==> src/rtl/stream_unpack_128to32.sv <==
// Serialises 128-bit beats into 32-bit words, emitting only the lanes enabled in LANE_MASK.
// Optional: define STREAM_UNPACK_BSWAP_EN to byte-reverse each emitted word.
module stream_unpack_128to32 #(
  parameter logic [3:0] LANE_MASK = 4'b1111,
  parameter int         COUNT_W   = 32
) (
  input  logic               clk,
  input  logic               rst,
  input  logic               si_valid,
  output logic               si_rdy,
  input  logic [127:0]       si_data,
  output logic               so_valid,
  input  logic               so_rdy,
  output logic [31:0]        so_data,
  output logic               so_last,
  output logic [COUNT_W-1:0] word_count
);

  if (LANE_MASK == 4'b0000) begin : g_bad_mask
    $error("stream_unpack_128to32: LANE_MASK must be nonzero");
  end

  function automatic int first_lane();
    int r;
    r = 0;
    for (int i = 3; i >= 0; i--) if (LANE_MASK[i]) r = i;
    return r;
  endfunction

  function automatic int last_lane();
    int r;
    r = 0;
    for (int i = 0; i < 4; i++) if (LANE_MASK[i]) r = i;
    return r;
  endfunction

  // Lanes with no enabled successor wrap to FIRST; only reachable for LAST.
  function automatic int next_lane(input int cur);
    int r;
    r = first_lane();
    for (int i = 3; i > cur; i--) if (LANE_MASK[i]) r = i;
    return r;
  endfunction

  localparam logic [1:0] FIRST  = 2'(first_lane());
  localparam logic [1:0] LAST   = 2'(last_lane());
  localparam logic [1:0] NEXT_0 = 2'(next_lane(0));
  localparam logic [1:0] NEXT_1 = 2'(next_lane(1));
  localparam logic [1:0] NEXT_2 = 2'(next_lane(2));

  logic [127:0] data_q;
  logic         full;
  logic [1:0]   idx;
  logic [1:0]   idx_next;
  logic [31:0]  lane;
  logic         at_last;
  logic         in_xfer;
  logic         out_xfer;

  always_comb begin
    idx_next = FIRST;
    case (idx)
      2'd0:    idx_next = NEXT_0;
      2'd1:    idx_next = NEXT_1;
      2'd2:    idx_next = NEXT_2;
      default: idx_next = FIRST;
    endcase
  end

  assign at_last  = (idx == LAST);
  assign so_valid = full;
  assign so_last  = full && at_last;
  assign out_xfer = full && so_rdy;
  assign si_rdy   = ~full || (out_xfer && at_last);
  assign in_xfer  = si_valid && si_rdy;
  assign lane     = data_q[{idx, 5'd0} +: 32];

`ifdef STREAM_UNPACK_BSWAP_EN
  assign so_data = {lane[7:0], lane[15:8], lane[23:16], lane[31:24]};
`else
  assign so_data = lane;
`endif

  // A new beat may land on the same edge the last lane leaves, so there is no bubble.
  always_ff @(posedge clk) begin
    if (rst) begin
      full       <= 1'b0;
      idx        <= FIRST;
      word_count <= '0;
    end else begin
      if (out_xfer) word_count <= word_count + COUNT_W'(1);
      if (in_xfer) begin
        data_q <= si_data;
        full   <= 1'b1;
        idx    <= FIRST;
      end else if (out_xfer) begin
        if (at_last) begin
          full <= 1'b0;
          idx  <= FIRST;
        end else begin
          idx <= idx_next;
        end
      end
    end
  end

endmodule

==> config.mk <==
export PLATFORM = sky130hd
export DESIGN_NAME = stream_unpack_128to32
export DESIGN_NICKNAME = d
export VERILOG_FILES = /design/src/rtl/stream_unpack_128to32.sv
export SDC_FILE = /design/constraint.sdc
export NUM_CORES = 1
export LEC_CHECK = 0
export ABC_AREA = 1
export CAP_MARGIN = 20
export CORE_MARGIN = 2
export CORE_UTILIZATION = 43
export DETAILED_ROUTE_END_ITERATION = 16
export PLACE_DENSITY_LB_ADDON = 0.08
export SYNTH_ARGS = -nofsm -noshare
export SYNTH_HDL_FRONTEND = slang
export SYNTH_SLANG_ARGS = --single-unit
==> constraint.sdc <==
create_clock -name clk -period 7.6 [get_ports clk]
set_input_delay 1.52 -clock clk [delete_from_list [all_inputs] [get_ports clk]]
set_output_delay 1.52 -clock clk [all_outputs]
set_load 0.05 [all_outputs]
==> flow_summary.ini, run 1 <==
[layout]
fin_cells = 1016
antennaDiodeCount = 0
layout_common_cells = clkdlybuf4s50_1 (198), edfxtp_1 (128), nor2_1 (118), nand2_1 (78), o21ai_0 (73)
drive_gt1_share_pct = 8.092
fin_area_sq_mm = 0.009478
layout.nets = 951
syn2layout_area_growth_pct = 41.46
fillers = 1215
final_common_cell = clkdlybuf4s50_1

[sta]
final.period_utilization_pct = 60.00
tightest_slew_ns = 0.8976
slew-limit-headroom_pct = 40.16
fmax_mhz = 219.3
finalSetupTns_ns = 0
setup_viol = 0
finalWorstPathRequiredPeriod_ns = 4.560
rsz0062_at_grt = no
final_max_slew_viol_count = 0
hold_viol = 0
holdWs_ns = 0.5110
finClkSkew_ns = 0.009307

[floorplan]
fp.dieH_um = 128.8
initial_utilization_pct = 44.07
row_count = 45
die_area_sq_mm = 0.01660
io_pins = 199
die_w_um = 128.8
fp.coreArea_sq_mm = 0.01520

[placement]
place_inst = 983
place.gp.congestion = 0.8643
placedInstanceArea_sq_mm = 0.008859
hpwl_um = 10890
port_buffers = 198

[yosys]
synth_edf_count = 128
yosysSeqAreaShare_pct = 67.82
ys_async_sr_fraction_pct = 0
synth_area_leaders = edfxtp_1 (57%), dfxtp_1 (10%), nor2_1 (6.7%), o21ai_0 (5.5%), nand2_1 (4.4%)
syn-num-nets = 752
synth_cell_types = 30
synth_warnings = 0
ys.flop_type = edfxtp_1
yosysTopAreaCell = edfxtp_1
ys_ff_latch = 163
synth_top_area_share_pct = 57.37
synth.avg_cell_area_sq_um = 10.88
syn_inst = 616
netlist_area_sq_mm = 0.006700

[power_and_ir_drop]
intPower_mw = 1.584
share_comb_of_total_power_pct = 9.5
powerDensity_mw_per_mm2 = 218.7
seq_power_share_pct = 48.5
clkPwrFrac_pct = 42.0
leakagePower_nw = 3.279
switching_share_pct = 23.58
switchingPower_mw = 0.4887
peakVddDrop_uv = 163.6

[grt]
grt-ovfl-total = 0
grt_pass1_wl_um = 25540
grt_start_max_net_pins = 74
use_met1_pct = 24.95
gr-usage-met3_pct = 7.277
grt_use_total_pct = 20.38
use_met2_pct = 33.68
antenna_found_initial = 0
busiest_layer = met2
grt_pass1_vias = 5097

[worst_setup_path]
arrival_ns = 3.04
required_ns = 6.08
start_kind = primary input
cp_max_fo = 3
cp-end-kind = primary output
critPathKind = primary input to primary output

[clock_tree]
cts_tree = yes
cts_buffers = 17
htree_levels = 4
cts_sinks = 163
cts_hold_buf = 0
postCtsSetupRepairBufs = 0
clk_latency_ns = 0.43
clockBufferDepth = 2
cts_root_buf = clkbuf_16
cts_resized = 0
clkTransAtPathRegs_ns = 0.07

[detailed_routing]
dr.first_iter.drc_count = 332
first_pass_iters = 5
num_vias = 5191
drc = 0
avgRoutedWirePerCell_um = 15.94
wirelength_um = 16190
viasPerCell = 5.109
antenna_left = 0

[hold_path]
hold_path.class = register to register

[status]
outcome = finished, final reports clean

[flow_run]
cap_violations = 0
==> power groups by stage <==
stage	sequential [mW]	clock (mW)	combinational [mW]
2_1_floorplan	1.03	0	0.0849
3_3_place_gp	1.02	0	0.194
3_5_place_dp	1.03	0	0.197
4_1_cts	1.01	0.885	0.198
5_1_grt	1.01	0.930	0.209
6_report	1.01	0.870	0.196
==> flip-flops by register name, indices dropped and copies added, names as in the netlist <==
| name | flops |
|---|---|
| data_q | 128 |
| idx | 2 |
| so_valid | 1 |
| word_count | 32 |
==> critical path, stage by stage <==
cell	delay, ns
clkdlybuf4s50_1	0.54
nand2_1	0.08
nand2_1	0.10
clkdlybuf4s50_1	0.81
==> cells by family after synthesis <==
group           Yosys count  synth area share (%)
simple gates            256                 17.16
flops                   163                 67.82
compound gates          122                 9.841
buf+inv                  68                 4.034
fa+ha+maj                 4                0.7470
xor+xnor                  3                0.3922
==> Yosys cell counts (14+ instances only) <==
master / number
nand2_1: 78
o21ai_0: 73
clkbuf_1: 16
dfxtp_1: 35
nand3_1: 19
nor2_1: 119
a21oi_1: 14
inv_1: 42
o22ai_1: 32
edfxtp_1: 128
==> layout make-up <==
cell class	count	area, sq um	area share, %
Clock buffer	17	425.4	4.488
Inverter	44	165.2	1.743
Multi-Input combinational cell	385	1893	19.97
Tap cell	188	235.2	2.482
Sequential cell	163	4546	47.96
Timing Repair Buffer	204	2039	21.52
Clock inverter	15	173.9	1.835
==> per-stage QoR <==
step | utilization (%) | power [mW] | worst slack [ns]
6_report | 62.35 | 2.072 | 3.040
5_1_grt | 62.35 | 2.147 | 2.821
4_1_cts | 62.21 | 2.089 | 2.739
3_5_place_dp | 58.27 | 1.222 | 3.047
3_3_place_gp | 58.27 | 1.218 | 3.070
2_1_floorplan | - | 1.115 | 1.689
==> layer usage <==
| metal | vias to the layer above | routed length (um) |
|---|---|---|
| met5 | - | 0 |
| met4 | 0 | 272 |
| met3 | 20 | 1198 |
| met2 | 179 | 8018 |
| met1 | 2444 | 6704 |
| li1 | 2548 | - |
==> path summary, 6_finish.rpt <==
check	from	end	slack [ns]	cells after the start
worst min-delay path	word_count[10]	word_count[10]	0.51	2
worst max register to register	idx[0]	data_q[125]	4.86	7
worst min register to register	word_count[10]	word_count[10]	0.51	2
worst max-delay path	so_rdy	si_rdy	3.04	4
(Power assumes the default switching activity.)
==> run 2, diff against run 1 <==
- CORE_UTILIZATION: 43 -> 47
- clock period: 7.6 -> 4.4 ns (I/O delays scaled with it)
==> run 2 against run 1 <==
Against the previous run: utilization increased by 6.2 points; hold slack got worse by 0.0033 ns; sequential share of layout area decreased by 0.17 points; power increased by 75%; clock power increased by 77%; sequential power increased by 72%; die area decreased by 8.3%; largest power group unchanged.
==> flow_summary.ini, run 2 (synthesis gave the netlist of run 1 again) <==
[flow_run]
cap_violations = 0

[grt]
grt-ovfl-total = 0
grt_pass1_wl_um = 25500
antenna_found_initial = 0
grt_pass1_vias = 5141
grt_start_max_net_pins = 67
grt_use_total_pct = 22.74

[sta]
finalWorstPathRequiredPeriod_ns = 3.739
tightest_slew_ns = 0.8774
hold_viol = 0
slew-limit-headroom_pct = 41.42
rsz0062_at_grt = no
finClkSkew_ns = 0.008717
finalSetupTns_ns = 0
final_max_slew_viol_count = 0
fmax_mhz = 267.5
setup_viol = 0
final.period_utilization_pct = 84.97
fin_ws_ns = 0.6615

[clock_tree]
cts_buffers = 17
clk_latency_ns = 0.43
cts_sinks = 163
cts_resized = 0
cts_tree = yes
postCtsSetupRepairBufs = 0
cts_root_buf = clkbuf_16
cts_hold_buf = 0
clockBufferDepth = 2
htree_levels = 4
clkTransAtPathRegs_ns = 0.06

[worst_setup_path]
cpPeakStageDelay_ns = 0.84
cp_slowest_cell = clkdlybuf4s50_1
cp_max_fo = 52
regToRegSetupSlack_ns = 1.82
required_ns = 3.52
critPathKind = register to primary output
arrival_ns = 2.86
path_buf_inv = 3
crit_family = buffers and inverters
start_kind = register
path_cells = inv_2 > buf_4 > o21ai_0 > o22ai_1 > clkdlybuf4s50_1
cp-end-kind = primary output

[placement]
place_inst = 977
place.gp.congestion = 0.8649
dpl_worst_slack_ns = 1.104
hpwl_um = 11260
placedInstanceArea_sq_mm = 0.008886
port_buffers = 198

[detailed_routing]
avgRoutedWirePerCell_um = 16.31
drc = 0
antenna_left = 0
wirelength_um = 16460
num_vias = 5206
dr.first_iter.drc_count = 366
first_pass_iters = 7
viasPerCell = 5.160

[layout]
fin_area_sq_mm = 0.009512
drive_gt1_share_pct = 8.203
largest_register = data_q
utilization_pct = 68.52
layout.nets = 952
syn2layout_area_growth_pct = 41.96
final_common_cell = clkdlybuf4s50_1
layout_common_cells = clkdlybuf4s50_1 (197), edfxtp_1 (128), nor2_1 (118), nand2_1 (78), o21ai_0 (73)
antennaDiodeCount = 0
fillers = 1065
reg_top3 = data_q: 128 flops, word_count: 32 flops, idx: 2 flops
largest_reg_flops = 128
fin_cells = 1009

[power_and_ir_drop]
leakagePower_nw = 3.290
peakVddDrop_uv = 277.6
powerDensity_mw_per_mm2 = 381.0

[floorplan]
io_pins = 199
fp.dieH_um = 123.4
initial_utilization_pct = 48.27
die_area_sq_mm = 0.01523
fp.coreArea_sq_mm = 0.01388
die_w_um = 123.4
row_count = 43

[hold_path]
hold_path.class = register to register

[status]
outcome = finished, final reports clean
-- run 2: report_power, final --
group          internal, mW  total, mW  leakage [nW]  switching [mW]
logic                 0.161      0.342          1.52           0.181
registers              1.72       1.74          1.47          0.0148
clock network         0.910       1.54         0.299           0.635
total                  2.79       3.62          3.29           0.831
-- run 2: path summary, 6_finish.rpt --
kind,startpoint,cells after the start,end
hold / removal,word_count[9],2,word_count[9]
hold reg to reg,word_count[9],2,word_count[9]
setup / recovery,idx[0],5,so_data[15]
setup reg to reg,idx[0],7,data_q[122]
-- run 2: metrics by stage --
step                      hold WS [ns]  total power, mW
final                           0.5077            3.624
after CTS                       0.5044            3.664
after global routing            0.5306            3.748
after detailed placement        0.4939            2.114
after floorplan                 0.6897            1.924
after global placement          0.4857            2.106
-- run 2: layout make-up --
class	instances	area (sq um)	share of cell area, %
flip-flops and latches	163	4546	47.79
repair buffers	205	2057	21.63
multi-input cells	385	1893	19.90
clock buffers	17	425.4	4.473
well taps	180	225.2	2.368
clock inverters	15	200.2	2.105
inverters	44	165.2	1.736
-- run 2: worst register-to-register path: stages (launching register included) --
cell	delay, ns
dfxtp_2	0.33
buf_4	0.54
ha_1	0.33
nand2_1	0.06
nand2_1	0.09
nand2_1	0.14
nor2_4	0.39
buf_4	0.38
-- run 2: per-layer routing --
metal | vias to the layer above | global-route usage (%) | part of all wire [%]
li1 | 2548 | - | -
met1 | 2470 | 25.88 | 41
met2 | 178 | 38.77 | 50
met3 | 10 | 9.456 | 8.6
met4 | 0 | 7.386 | 1.1
met5 | - | 0 | 0
